$ cat config.mk
export PLATFORM = sky130hd
export DESIGN_NAME = sha256_host_if
export DESIGN_NICKNAME = d
export VERILOG_FILES = /design/src/rtl/sha256_host_if.sv
export SDC_FILE = /design/constraint.sdc
export NUM_CORES = 1
export LEC_CHECK = 0
export BUFFER_PORTS_ARGS = -buffer_cell sky130_fd_sc_hd__buf_2
export CELL_PAD_IN_SITES_DETAIL_PLACEMENT = 1
export CELL_PAD_IN_SITES_GLOBAL_PLACEMENT = 1
export CORE_ASPECT_RATIO = 1.25
export CORE_UTILIZATION = 35
export CTS_BUF_LIST = sky130_fd_sc_hd__clkbuf_2
export CTS_CLUSTER_SIZE = 8
export DETAILED_ROUTE_END_ITERATION = 8
export GPL_TIMING_DRIVEN = 0
export PLACE_DENSITY_LB_ADDON = 0.15
export SKIP_CTS_REPAIR_TIMING = 1
export SYNTH_ARGS = -nofsm -noshare
export SYNTH_HDL_FRONTEND = slang
export SYNTH_SLANG_ARGS = --single-unit
$ cat constraint.sdc
create_clock -name clk_i -period 20.4 [get_ports clk_i]
set_input_delay 3.06 -clock clk_i [delete_from_list [all_inputs] [get_ports clk_i]]
set_output_delay 3.06 -clock clk_i [all_outputs]
set_load 0.02 [all_outputs]
$ cat src/rtl/sha256_host_if.sv
`default_nettype none
// ============================================================================
// Module   : sha256_host_if
// Purpose  : Packs a word stream into a 256-bit message for the SHA-256 core
//            and streams the returned digest back out MSW first.
// Revision : 1.0
// ============================================================================
module sha256_host_if #(
  parameter int WORD_W = 32
) (
  input  logic              clk_i,
  input  logic              reset_i,
  input  logic              word_v_i,
  input  logic [WORD_W-1:0] word_i,
  output logic              word_ready_o,
  output logic              core_v_o,
  output logic [255:0]      core_msg_o,
  input  logic              core_ready_i,
  input  logic              core_v_i,
  input  logic [255:0]      core_digest_i,
  output logic              core_yumi_o,
  output logic              out_v_o,
  output logic [WORD_W-1:0] out_word_o,
  input  logic              out_yumi_i,
  output logic              busy_o
);

  localparam int WORDS = 256 / WORD_W;
  localparam int CNT_W = (WORDS > 1) ? $clog2(WORDS) : 1;
  localparam logic [CNT_W-1:0] c_last_idx = CNT_W'(WORDS - 1);

  typedef enum logic [1:0] {
    eLoad    = 2'd0,
    eSend    = 2'd1,
    eWaitDig = 2'd2,
    eDrain   = 2'd3
  } state_t;

  state_t                       r_state;
  logic [CNT_W-1:0]             r_cnt;
  logic [WORDS-1:0][WORD_W-1:0] r_msg;
  logic [WORDS-1:0][WORD_W-1:0] r_dig;
  logic [CNT_W-1:0]             w_slot;

  // Word k lives in packed slot WORDS-1-k, so word 0 occupies the MSBs.
  assign w_slot = c_last_idx - r_cnt;

  always_ff @(posedge clk_i or posedge reset_i) begin
    if (reset_i) begin
      r_state <= eLoad;
      r_cnt   <= '0;
      r_msg   <= '0;
      r_dig   <= '0;
    end else begin
      case (r_state)
        eLoad: begin
          if (word_v_i) begin
            r_msg[w_slot] <= word_i;
            r_cnt         <= r_cnt + 1'b1;
            if (r_cnt == c_last_idx) begin
              r_state <= eSend;
            end
          end
        end
        eSend: begin
          if (core_ready_i) begin
            r_state <= eWaitDig;
          end
        end
        eWaitDig: begin
          if (core_v_i) begin
            r_dig   <= core_digest_i;
            r_state <= eDrain;
          end
        end
        eDrain: begin
          if (out_yumi_i) begin
            r_cnt <= r_cnt + 1'b1;
            if (r_cnt == c_last_idx) begin
              r_state <= eLoad;
            end
          end
        end
        default: r_state <= eLoad;
      endcase
    end
  end

  assign word_ready_o = (r_state == eLoad);
  assign core_v_o     = (r_state == eSend);
  assign core_msg_o   = r_msg;
  // The only output with a combinational path from an input.
  assign core_yumi_o  = (r_state == eWaitDig) & core_v_i;
  assign out_v_o      = (r_state == eDrain);
  assign out_word_o   = r_dig[w_slot];
  assign busy_o       = (r_state != eLoad) | (r_cnt != '0);

endmodule
`default_nettype wire

* After elaboration in Yosys (flattened, before gate mapping)
Cells that the tools add are included. W data, S select, Z words.
Storage, ports and cells: bits in writable memories 0, logic and storage cells 58, ROM bits 0, latch bits 0, memories kept 0, input bits 294, output and inout port bits 293, flip-flop bits (word level) 517
Cells by class: div/mod/pow operators 0, $lt $le $gt $ge 2, bitwise gates (word level) 2, multipliers 0, shift operators 0, add/subtract/negate cells 2, multiplexer cells 15, eq/ne operators 10, reductions and logical operators 9
Operators with widths (number):
- $bwmux W256 | 1
- $bmux W32 S3 | 1
- $demux W32 S3 | 1
- $mux W32 | 2
- $mux W2 | 6
- $ne A2 B1 Y1 const B | 4
- $pmux W2 S4 | 1
- $mux W3 | 2
- $pmux W3 S2 | 1
- $reduce_and A6 Y1 | 1
- $eq A2 B2 Y1 const B | 2
- $lt A3 B4 Y1 const B | 1
- $ne A2 B2 Y1 const B | 2
- $reduce_and A2 Y1 | 2
- $reduce_bool A2 Y1 | 2
- $add A3 B1 Y3 const B | 1
- $eq A3 B3 Y1 const B | 1
- $ge A3 B1 Y1 const B | 1
- $reduce_and A3 Y1 | 1
- $reduce_bool A3 Y1 | 1
- $sub A3 B3 Y3 const A | 1
- $eq A2 B1 Y1 const B | 1
- $logic_not A2 Y1 | 1
- $and A1 B1 Y1 | 1
- other kinds (2) | 2

* Longest topological paths before layout
Gate-level depths: netlist (run 1).
depth in word-level cells 6, mapped depth 7, depth with buffers taken out 6

* Least setup slack after synthesis (run 1)
Ideal clock, no wire load.
path type input-to-output, start point input port core_v_i, end point output port core_yumi_o, arrival time 3778 ps, buffers on the path 3, stages on the path 4, setup slack 13562 ps, cells stage by stage and2_1 > clkbuf_1 > buf_2 > buf_2
Between the ends: longest elaborated chain between the ends 1
Ends and longest elaborated chain:
- from (decl) | RTL line 19 | input logic core_v_i,
- $and A1 B1 Y1 | RTL line 93 | assign core_yumi_o = (r_state == eWaitDig) & core_v_i;
- to (decl) | RTL line 21 | output logic core_yumi_o,
No other way between the ends.

* Worst setup path in the final report (run 1)
Same ends and word-level chain as after synthesis.

==> summary.md, run 1 <==
| Metric | Value |
|---|---|
| Routed WL | `about 73,000 um` |
| Reg2Reg Launch Point | `r_state[0]$_DFFE_PP0P_` |
| Post-Syn Instances | `1,309` |
| DR pass1 iterations | `4` |
| Net Sw Frac | `between 30% and 40%` |
| Die Height | `280 um` |
| Die area | `~63,000 um^2` |
| PwrDens | `roughly 170 nW/um^2` |
| Synthesized area | `approximately 22,000 um^2` |
| Hold depth | `1` |
| Worst Path Required | `17.34 ns` |
| Clock power share | `between 10% and 20%` |
| Number of fillers in the final layout | `6,493` |
| I/O Buffers | `586` |
| Worst EP arrival | `4.52 ns` |
| YS warnings | `0` |
| Sw power | `about 1.9 mW` |
| FF+latch count, synth | `517` |
| Slew margin rel. | `42.0%` |
| Largest net degree at the start of global routing | `128` |
| Top-count cell post-synth | `dfrtp_1` |
| Hold_sp | `core_msg_o[61]$_DFFE_PP0P_` |
| Max Cap Viol | `0` |
| Area growth, synth to finish | `25.1%` |
| Initial Utilization | `between 30% and 40%` |
| Vias | `14,300` |
| IO Pins | `587` |
| Synth top area share | `60.0%` |
| Post-route ant nets | `0` |
| Total Routing Usage GR | `23.7%` |
| CTS tree | `done` |
| Max Clk Rate | `about 130 MHz` |
| Final Cell Area | `27,000 um^2` |
| Initial antenna violation count | `50` |
| Critical Path Source | `core_v_i` |
| Routed len/inst | `~24 um` |
| # setup viols final | `0` |
| Top cell type by total area after synthesis | `dfrtp_1` |
| Post-synthesis sequential area ratio | `60.0%` |
| Outcome | `finished clean` |
| Avg Cell Area, Syn | `between 15 and 20 um^2` |
| Max VDD drop | `0.0938 mV` |
| Nets | `2,341` |
| DRC | `0` |
| Number of distinct library cells after synthesis | `28` |
| Row cnt | `101` |
| Worst-path clk slew | `0.09 ns` |
| Tot Pwr | `4.66 mW` |
| Htree depth | `4` |
| Critical R2R Capture | `r_dig[219]$_DFFE_PP0P_` |
| RSZ-0062 raised after global routing | `no` |
| Min-delay worst type | `flop to flop` |
| Comb pwr share | `45.7%` |
| CTS Root Cell | `clkbuf_2` |
| Synth cell count leaders | `517 x dfrtp_1, 427 x mux2_2, 98 x nand2_1, 64 x mux4_2, 60 x mux2_4` |
| Crit share post-route | `37.1%` |
| Post-DP HPWL | `54,800 um` |
| CTS buffer count | `138` |
| Post-Syn Nets | `1,611` |
| Overflow after GRT | `0` |
| Final hold violations | `0` |
| Clk_lat worst skew | `between 1 and 1.5 ns` |
| Reg2Reg Setup Slack | `17.94 ns` |
| Sequential Power Share | `37.9%` |
| Worst Tran Pin Value | `a little under 0.9 ns` |
| Crit. End Element | `output pin` |
| Post-synth EDFFs | `0` |
| Final worst slack | `between 10 and 15 ns` |
| Main flop type after synthesis | `dfrtp_1` |
| Pint | `around 2.8 mW` |
| Global-route wire length before repair | `107,000 um` |
| Ratio of cells with drive above 1 in the final layout | `67.0%` |
| Setup WS pre-CTS | `12.78 ns` |
| Final Wtd Congestion | `0.825` |
| Vias/cell | `4.81` |
| LEAKAGE | `13.5 nW` |
| Async SR Flop Fraction | `100%` |
| Layout Utilization | `44.4%` |
| Area contributors post-synth | `dfrtp_1 60%, mux2_2 22%, mux4_2 6.7%` |
| CTS Sinks | `517` |
| Die Wd | `224 um` |
| DP Area | `25,700 um^2` |
| Clock Path Buffers | `3` |
| Final slew viol count | `0` |
| Fin crit period | `7.58 ns` |
| Reg2Reg Depth | `7` |
| Startpoint types | `input pin` |
| Setup tns final | `0 ns` |
| WHS Endpoint | `core_msg_o[61]$_DFFE_PP0P_` |
| CP Class | `input pin to output pin` |
| Initial detailed-routing violation count | `517` |
| Crit path max fanout | `10` |
| Core Region | `60,800 um^2` |
| Skew final | `0.0763 ns` |
| Number of global-route vias before repair | `16,100` |
-- cell usage in the layout (no fill, tap or decap) --
master and instances:
buf_1 2, clkbuf_1 7, and2_1 1, clkinv_1 26
nand2_2 1, inv_8 1, clkinv_2 3, nand3_1 2
buf_6 15, nand3b_1 1, clkinvlp_4 2, buf_16 4
nor3_4 2, or3_1 1, mux2_2 427, ha_1 8
buf_2 621, nor2_1 4, nor2_2 4, dfrtp_1 517
inv_2 3, diode_2 21, mux2i_1 1, bufinv_16 5
clkbuf_2 197, nand3_2 2, clkinv_4 2, o22ai_1 2
mux2_4 60, inv_1 5, buf_4 16, nand2_1 98
nor3_2 1, mux4_2 64, mux2_1 28, xnor2_1 1
-- power by group through the flow --
| stage | clock [mW] | combinational (mW) | sequential (mW) |
|---|---|---|---|
| global route | 0.844 | 2.28 | 1.83 |
| detailed placement | 0 | 2.18 | 1.79 |
| CTS | 0.800 | 2.18 | 1.77 |
| global placement | 0 | 2.14 | 1.77 |
| floorplan | 0 | 1.14 | 2.00 |
| finish | 0.762 | 2.13 | 1.77 |
-- critical path: stages --
cell	delay (ns)
buf_2	0.09
and2_1	0.22
clkbuf_1	0.20
buf_2	0.33
buf_2	0.37
buf_2	0.23
-- sequential cells by signal, summed over array words and instances (netlist names) --
signal	flops
r_state	2
core_msg_o	256
r_dig	256
r_cnt	3
-- worst max-delay path by stage --
stage                                       endpoint  slack, ns
after CTS                                core_yumi_o      12.77
final                                    core_yumi_o      12.82
after global placement    core_msg_o[41]$_DFFE_PP0P_      -2.97
after global routing                     core_yumi_o      12.69
after detailed placement                 core_yumi_o      12.78
after floorplan            core_msg_o[0]$_DFFE_PP0P_       2.90
-- per-layer routing --
layer	vias up	wire length, um	track usage [%]
met5	-	314	0
met2	534	37300	40.4
met4	52	2520	10.4
li1	6256	-	-
met1	7297	26100	25.3
met3	185	6630	10.3
-- stage by stage --
step | hold slack, ns | std cells
detailed placement | 0.469 | 2723
finish | 0.491 | 2979
floorplan | 0.475 | 1309
global placement | 0.466 | 2719
global route | 0.509 | 2970
CTS | 0.493 | 2958
-- area by class of cell --
type,count,area [um^2],share of cell area (%)
clock inverters,38,294,1.09
inverters,9,42.5,0.158
diodes,21,52.6,0.195
well taps,824,1030,3.82
clock buffers,197,986,3.65
repair buffers,590,3040,11.3
multi-input cells,708,8100,30.0
flip-flops and latches,517,12900,47.9
plain buffers,75,498,1.85
-- cell families after synthesis --
kind of cell	share of synthesized area, %
DFF	60.0
and+or+nand+nor	2.35
adders and majority gates	0.464
AOI/OAI and AO/OA	0.0580
xor gates and xnor gates	0.0406
buffers and inverters	2.47
muxes	34.7
Note: power is estimated with default switching activity, not from simulation.
==> inputs of run 2 (changes only) <==
==> constraint.sdc (replaced) <==
create_clock -name clk_i -period 7.55 [get_ports clk_i]
set_input_delay 1.1325 -clock clk_i [delete_from_list [all_inputs] [get_ports clk_i]]
set_output_delay 1.1325 -clock clk_i [all_outputs]
set_load 0.02 [all_outputs]
==> run 2 against run 1 <==
Effect of this change: setup slack got worse by 10 ns; global-route usage is 0.22 points higher; clock power grew to 2.7 times the previous value; power rose to 2.7 times the previous value; via count increased by 4.0%; sequential share of layout area fell by 2.5 points; utilization up 2.4 points; wire length increased by 2.7%; count of clock-buffer cells in the layout grew 3; sequential power grew to 2.7 times the previous value; combinational power grew to 2.7 times the previous value; clock skew is 0.0095 ns higher.
==> summary.md, run 2 (synthesis results as in run 1) <==
| Metric | Value |
|---|---|
| Outcome | `finished clean` |
| Clock Path Buffers | `3 (unchanged)` |
| IO Pins | `587 (unchanged)` |
| CTS Root Cell | `clkbuf_2` |
| Startpoint types | `flop` |
| Routed len/inst | `24.0 um (-1.7%)` |
| PwrDens | `445 nW/um^2 (+160%)` |
| Post-route ant nets | `0 (unchanged)` |
| Final Wtd Congestion | `0.816 (-1.0%)` |
| Die Wd | `224 um (unchanged)` |
| LEAKAGE | `14.1 nW (+4.6%)` |
| CTS buffer count | `140 (+1.4%)` |
| Die area | `62,600 um^2 (unchanged)` |
| Die Height | `280 um (unchanged)` |
| Setup WS pre-CTS | `3.77 ns (-9.01 ns)` |
| Crit path max fanout | `10 (unchanged)` |
| DRC | `0 (unchanged)` |
| Top cell by count, worst path | `buf_2` |
| Slew margin rel. | `41.8% (-0.17 points)` |
| Post-DP HPWL | `55,700 um (+1.6%)` |
| CP cell instances | `buf_2 > buf_2 > buf_2 > mux4_2 > nand2_1 > nand2_1 > buf_2` |
| Core Region | `60,800 um^2 (unchanged)` |
| Max VDD drop | `0.224 mV (+140%)` |
| Max Cap Viol | `0 (unchanged)` |
| Vias | `14,900 (+4.0%)` |
| Routed WL | `74,800 um (+2.7%)` |
| Area growth, synth to finish | `31.8%` |
| Most common cell after layout, fill and taps aside | `buf_2` |
| Number of global-route vias before repair | `16,200 (+0.32%)` |
| Final hold slack | `0.130 ns (-0.362 ns)` |
| DR pass1 iterations | `4 (unchanged)` |
| Max Clk Rate | `214 MHz` |
| Crit-path slowest cell | `buf_2` |
| Worst-path clk slew | `0.10 ns (about the same)` |
| Vias/cell | `4.79 (-0.44%)` |
| CP max stage delay | `0.43 ns (+0.06 ns)` |
| Global-route wire length before repair | `108,000 um (+1.0%)` |
| Reg2Reg Depth | `7 (unchanged)` |
| Final hold violations | `0 (unchanged)` |
| I/O Buffers | `586 (unchanged)` |
| Crit. End Element | `output pin` |
| Most frequent cells in the layout | `621 x buf_2, 517 x dfrtp_1, 427 x mux2_2` |
| Dpl cells | `2,733 (+0.37%)` |
| RSZ-0062 raised after global routing | `no` |
| Row cnt | `101 (unchanged)` |
| Min-delay worst type | `input pin to flop` |
| CTS tree | `done` |
| Worst Path Required | `6.42 ns (-10.92 ns)` |
| Initial detailed-routing violation count | `427 (-17%)` |
| CTS Sinks | `517 (unchanged)` |
| Crit share post-route | `62.0%` |
| # setup viols final | `0 (unchanged)` |
| Worst Tran Pin Value | `0.873 ns (+0.00252 ns)` |
| Reg2Reg Setup Slack | `5.04 ns (-12.90 ns)` |
| CP Class | `flop to output pin` |
| Nets | `2,488 (+6.3%)` |
| Skew final | `0.0859 ns (+0.00954 ns)` |
| Final slew viol count | `0 (unchanged)` |
| Final worst slack | `2.87 ns (-9.95 ns)` |
| Htree depth | `4 (unchanged)` |
| Total Routing Usage GR | `23.9% (+0.22 points)` |
| Worst EP arrival | `3.55 ns (-0.97 ns)` |
| Initial Utilization | `35.5% (unchanged)` |
| Overflow after GRT | `0 (unchanged)` |
| Final Instance Count excl. Fillers | `3,112 (+4.5%)` |
| Largest net degree at the start of global routing | `45 (-65%)` |
| Initial antenna violation count | `36 (-28%)` |
| Hold depth | `2 (+1)` |
| Clk_lat worst skew | `1.26 ns (-0.02 ns)` |
| Ratio of cells with drive above 1 in the final layout | `63.5% (-3.5 points)` |
| Fin crit period | `4.68 ns` |
## run 2: stage by stage
step / setup TNS [ns] / total power [mW] / area, um^2 / utilization [%]
6_report: 0 / 12.6 / 28400 / 46.8
3_5_place_dp: 0 / 10.7 / 25800 / 42.5
4_1_cts: 0 / 12.8 / 27100 / 44.5
5_1_grt: 0 / 13.5 / 28400 / 46.8
3_3_place_gp: -1916.58 / 10.5 / 25500 / 42.0
2_1_floorplan: -312.66 / 8.49 / 21600 / -
## run 2: worst max-delay path: cells and delay by family, from the launching register on
| kind | cells | cell delay, ns |
|---|---|---|
| buf+inv | 4 | 1.27 |
| simple gates | 2 | 0.26 |
| mux | 1 | 0.41 |
| flops | 1 | 0.38 |
## run 2: area by class of cell
class | instances | area, um^2
Antenna cell | 15 | 37.5
Buffer | 75 | 498
Clock buffer | 200 | 1000
Clock inverter | 29 | 233
Fill cell | 6337 | 32300
Inverter | 9 | 38.8
Multi-Input combinational cell | 708 | 8100
Sequential cell | 517 | 12900
Tap cell | 824 | 1030
Timing Repair Buffer | 735 | 4560
## run 2: power by group
part	internal, mW	total (mW)	switching, mW	leakage, nW
Sequential	4.09	4.79	0.695	6.36
Clock	0.838	2.03	1.19	0.938
Combinational	2.68	5.83	3.16	6.84
Total	7.60	12.6	5.04	14.1
## run 2: final timing paths
kind,start,endpoint
min in group asynchronous,reset_i,core_msg_o[22]$_DFFE_PP0P_
setup reg to reg,r_state[0]$_DFFE_PP0P_,r_dig[123]$_DFFE_PP0P_
hold / removal,core_digest_i[194],r_dig[194]$_DFFE_PP0P_
max in group asynchronous,reset_i,r_dig[57]$_DFFE_PP0P_
hold reg to reg,core_msg_o[139]$_DFFE_PP0P_,core_msg_o[139]$_DFFE_PP0P_
setup / recovery,r_cnt[2]$_DFFE_PP0P_,out_word_o[21]
## run 2: per-layer routing
metal  track usage [%]  routed length, um  vias up
li1                  -                  -     6536
met1              25.6              26900     7616
met2              41.6              39500      550
met3              10.1               6160      153
met4              8.92               1880       42
met5                 0                275        -
==> inputs of run 3 (changes only) <==
--- a/config.mk
+++ b/config.mk
@@ -5,6 +5,7 @@
 export SDC_FILE = /design/constraint.sdc
 export NUM_CORES = 1
 export LEC_CHECK = 0
+export ABC_AREA = 1
 export BUFFER_PORTS_ARGS = -buffer_cell sky130_fd_sc_hd__buf_2
 export CELL_PAD_IN_SITES_DETAIL_PLACEMENT = 1
 export CELL_PAD_IN_SITES_GLOBAL_PLACEMENT = 1
==> constraint.sdc (replaced) <==
create_clock -name clk_i -period 4.1 [get_ports clk_i]
set_input_delay 0.615 -clock clk_i [delete_from_list [all_inputs] [get_ports clk_i]]
set_output_delay 0.615 -clock clk_i [all_outputs]
set_load 0.02 [all_outputs]
==> run 3 against run 2 <==
Effect of this change: via count up 49%; highest routed layer unchanged; wire length increased by 35%; global-route usage grew 4.7 points; non-clock buffer count grew 273; area after synthesis rose by 1.6%; clock skew up 0.027 ns; first-iteration DRC count increased to 2.7 times the previous value; largest power group unchanged.
==> summary.md, run 3 <==
| Metric | Value |
|---|---|
| RSZ-0062 raised after global routing | `no` |
| DR pass1 iterations | `5 (+1)` |
| Metal3 WL | `6120 um (-0.62%)` |
| Initial detailed-routing violation count | `1,136 (+170%)` |
| Max Clk Rate | `between 200 and 300 MHz` |
| Synthesized area | `21,900 um^2 (+1.6%)` |
| Dpl cells | `3,918 (+43%)` |
| Startpoint types | `flop` |
| Max VDD drop | `0.468 mV (+110%)` |
| Htree depth | `4 (unchanged)` |
| Number of fillers in the final layout | `7,535 (+19%)` |
| YS warnings | `0 (unchanged)` |
| Async SR Flop Fraction | `100% (unchanged)` |
| Worst-path clk slew | `0.11 ns (about the same)` |
| WL met2 | `51,800 um (+31%)` |
| Outcome | `finished clean` |
| Final slew viol count | `0 (unchanged)` |
| Post-DP HPWL | `69,500 um (+25%)` |
| Post-synth EDFFs | `0 (unchanged)` |
| Sequential Power Share | `36.3% (-1.5 points)` |
| Main flop type after synthesis | `dfrtp_1` |
| Most common cell after layout, fill and taps aside | `nand2_1` |
| Top-count cell post-synth | `nand2_1` |
| Worst Tran Pin Value | `0.820 ns (-0.0530 ns)` |
| Min-delay worst type | `input pin to flop` |
| CTS buffer count | `139 (-0.71%)` |
| Top cell type by total area after synthesis | `dfrtp_1` |
| Area growth, synth to finish | `40.9%` |
| Slew margin rel. | `45.3% (+3.5 points)` |
| Die area | `63,600 um^2 (+1.6%)` |
| FF+latch count, synth | `517 (unchanged)` |
| Post-route ant nets | `0 (unchanged)` |
| Final Wtd Congestion | `0.905 (+11%)` |
| Ratio of cells with drive above 1 in the final layout | `27.6% (-36 points)` |
| Vias/cell | `4.92 (+2.7%)` |
| Synth cell count leaders | `1,007 x nand2_1, 517 x dfrtp_1, 231 x inv_1, 191 x o21ai_0, 162 x o21ai_1` |
| Clk_lat worst skew | `1.31 ns (+0.05 ns)` |
| CTS Root Cell | `clkbuf_2` |
| LEAKAGE | `16.6 nW (+18%)` |
| Initial antenna violation count | `18 (-50%)` |
| Layout Utilization | `49.9% (+3.1 points)` |
| Final Instance Count excl. Fillers | `4,505 (+45%)` |
| Reg2Reg Setup Slack | `1.45 ns (-3.59 ns)` |
| Routed WL | `101,000 um (+35%)` |
| IO Pins | `587 (unchanged)` |
| Area contributors post-synth | `dfrtp_1 59%, nand2_1 17%, o21ai_0 4.4%` |
| Net Sw Frac | `47.4% (+7.5 points)` |
| Critical Path Source | `r_cnt[0]$_DFFE_PP0P_` |
| Initial Utilization | `35.4% (-0.076 points)` |
| Max Cap Viol | `0 (unchanged)` |
| Skew final | `0.113 ns (+0.0273 ns)` |
| Final hold slack | `0.0993 ns (-0.0306 ns)` |
| Avg Cell Area, Syn | `8.82 um^2 (-46%)` |
| Worst Path Required | `3.48 ns (-2.94 ns)` |
| CP Class | `flop to output pin` |
| # setup viols final | `0 (unchanged)` |
| Setup tns final | `0 ns (unchanged)` |
| Post-synthesis sequential area ratio | `59.0% (-0.95 points)` |
| DRC | `0 (unchanged)` |
| Number of distinct library cells after synthesis | `25 (-11%)` |
| Post-Syn Nets | `2,788 (+73%)` |
| DR top layer | `met5` |
| Die Height | `282 um (+0.80%)` |
| Clock Path Buffers | `3 (unchanged)` |
| Final Cell Area | `30,900 um^2 (+8.6%)` |
| PwrDens | `764 nW/um^2 (+72%)` |
| CTS tree | `done` |
| Most frequent cells in the layout | `1,007 x nand2_1, 654 x buf_2, 514 x dfrtp_1` |
| Vias | `22,200 (+49%)` |
| Worst EP arrival | `3.29 ns (-0.26 ns)` |
| Nets | `3,868 (+55%)` |
| Routed len/inst | `22.4 um (-6.7%)` |
| Clock power share | `16.2% (+0.2 points)` |
| Row cnt | `102 (+0.99%)` |
| Core Region | `61,900 um^2 (+1.8%)` |
| Reg2Reg Launch Point | `r_state[0]$_DFFE_PP0P_` |
| Crit path max fanout | `10 (unchanged)` |
| Metal-1 WL | `37,200 um (+38%)` |
| Pint | `12.4 mW (+63%)` |
| Final hold violations | `0 (unchanged)` |
| Fin crit period | `3.91 ns` |
| Comb pwr share | `47.6% (+1.5 points)` |
| Crit share post-route | `95.3%` |
| Crit. End Element | `output pin` |
| Sw power | `11.2 mW (+120%)` |
| Global-route wire length before repair | `133,000 um (+23%)` |
| Total Routing Usage GR | `28.6% (+4.7 points)` |
| Hold_sp | `core_digest_i[58]` |
| I/O Buffers | `586 (unchanged)` |
| Post-Syn Instances | `2,486 (+90%)` |
| CTS Sinks | `517 (unchanged)` |
| DP Area | `26,200 um^2 (+1.4%)` |
| Number of global-route vias before repair | `21,700 (+34%)` |
| Die Wd | `226 um (+0.80%)` |
| Overflow after GRT | `0 (unchanged)` |
| Synth top area share | `59.0% (-0.95 points)` |
| Largest net degree at the start of global routing | `45 (unchanged)` |
run 3: critical path: stages, from the launching register on:
cell and delay (ns):
dfrtp_2 0.50, buf_6 0.18, buf_4 0.18, buf_2 0.26, o211ai_1 0.23, nand2_1 0.08, inv_1 0.28, nand2_1 0.14
buf_2 0.18
run 3: path summary, 6_finish.rpt:
kind / endpoint / cells after the start
max: out_word_o[17] / 8
min: r_dig[58]$_DFFE_PP0P_ / 4
max reg2reg: r_dig[89]$_DFFE_PP0P_ / 9
min reg2reg: r_dig[227]$_DFFE_PP0P_ / 2
max in group asynchronous: r_dig[132]$_DFFE_PP0P_ / 8
min in group asynchronous: core_msg_o[57]$_DFFE_PP0P_ / 4
run 3: cell families after synthesis:
kind of cell    Yosys count  share of synthesized area (%)
compound gates          481                           12.6
fa+ha+maj                 8                          0.457
buf+inv                 380                           7.98
flops                   517                           59.0
simple gates           1100                           19.9
run 3: per-layer routing:
metal	vias to the layer above	global-route usage, %
met4	10	13.0
met5	-	0
met1	10900	32.2
met3	284	7.02
met2	903	50.8
li1	10100	-
run 3: power by group through the flow:
stage / Clock (mW) / Sequential (mW) / Combinational, mW
floorplan: 0 / 9.71 / 5.13
global placement: 0 / 8.54 / 10.5
detailed placement: 0 / 8.61 / 10.8
CTS: 3.90 / 8.51 / 10.8
global route: 4.17 / 8.78 / 12.2
finish: 3.82 / 8.56 / 11.2
run 3: per-stage QoR:
stage / setup slack (ns) / power [mW]
CTS: -0.483 / 23.3
detailed placement: 0.947 / 19.4
finish: 0.191 / 23.6
global placement: -6.65 / 19.1
global route: 0.0161 / 25.1
floorplan: -3.54 / 14.8
run 3: area by class of cell:
type	count	area, um^2	area share [%]
sequential	517	12900	41.9
antenna	15	37.5	0.122
buffer	143	863	2.80
clock buffer	191	956	3.10
timing repair buffer	940	6610	21.4
inverter	236	893	2.89
multi-input combinational	1589	7240	23.4
clock inverter	42	294	0.952
tap	832	1040	3.37
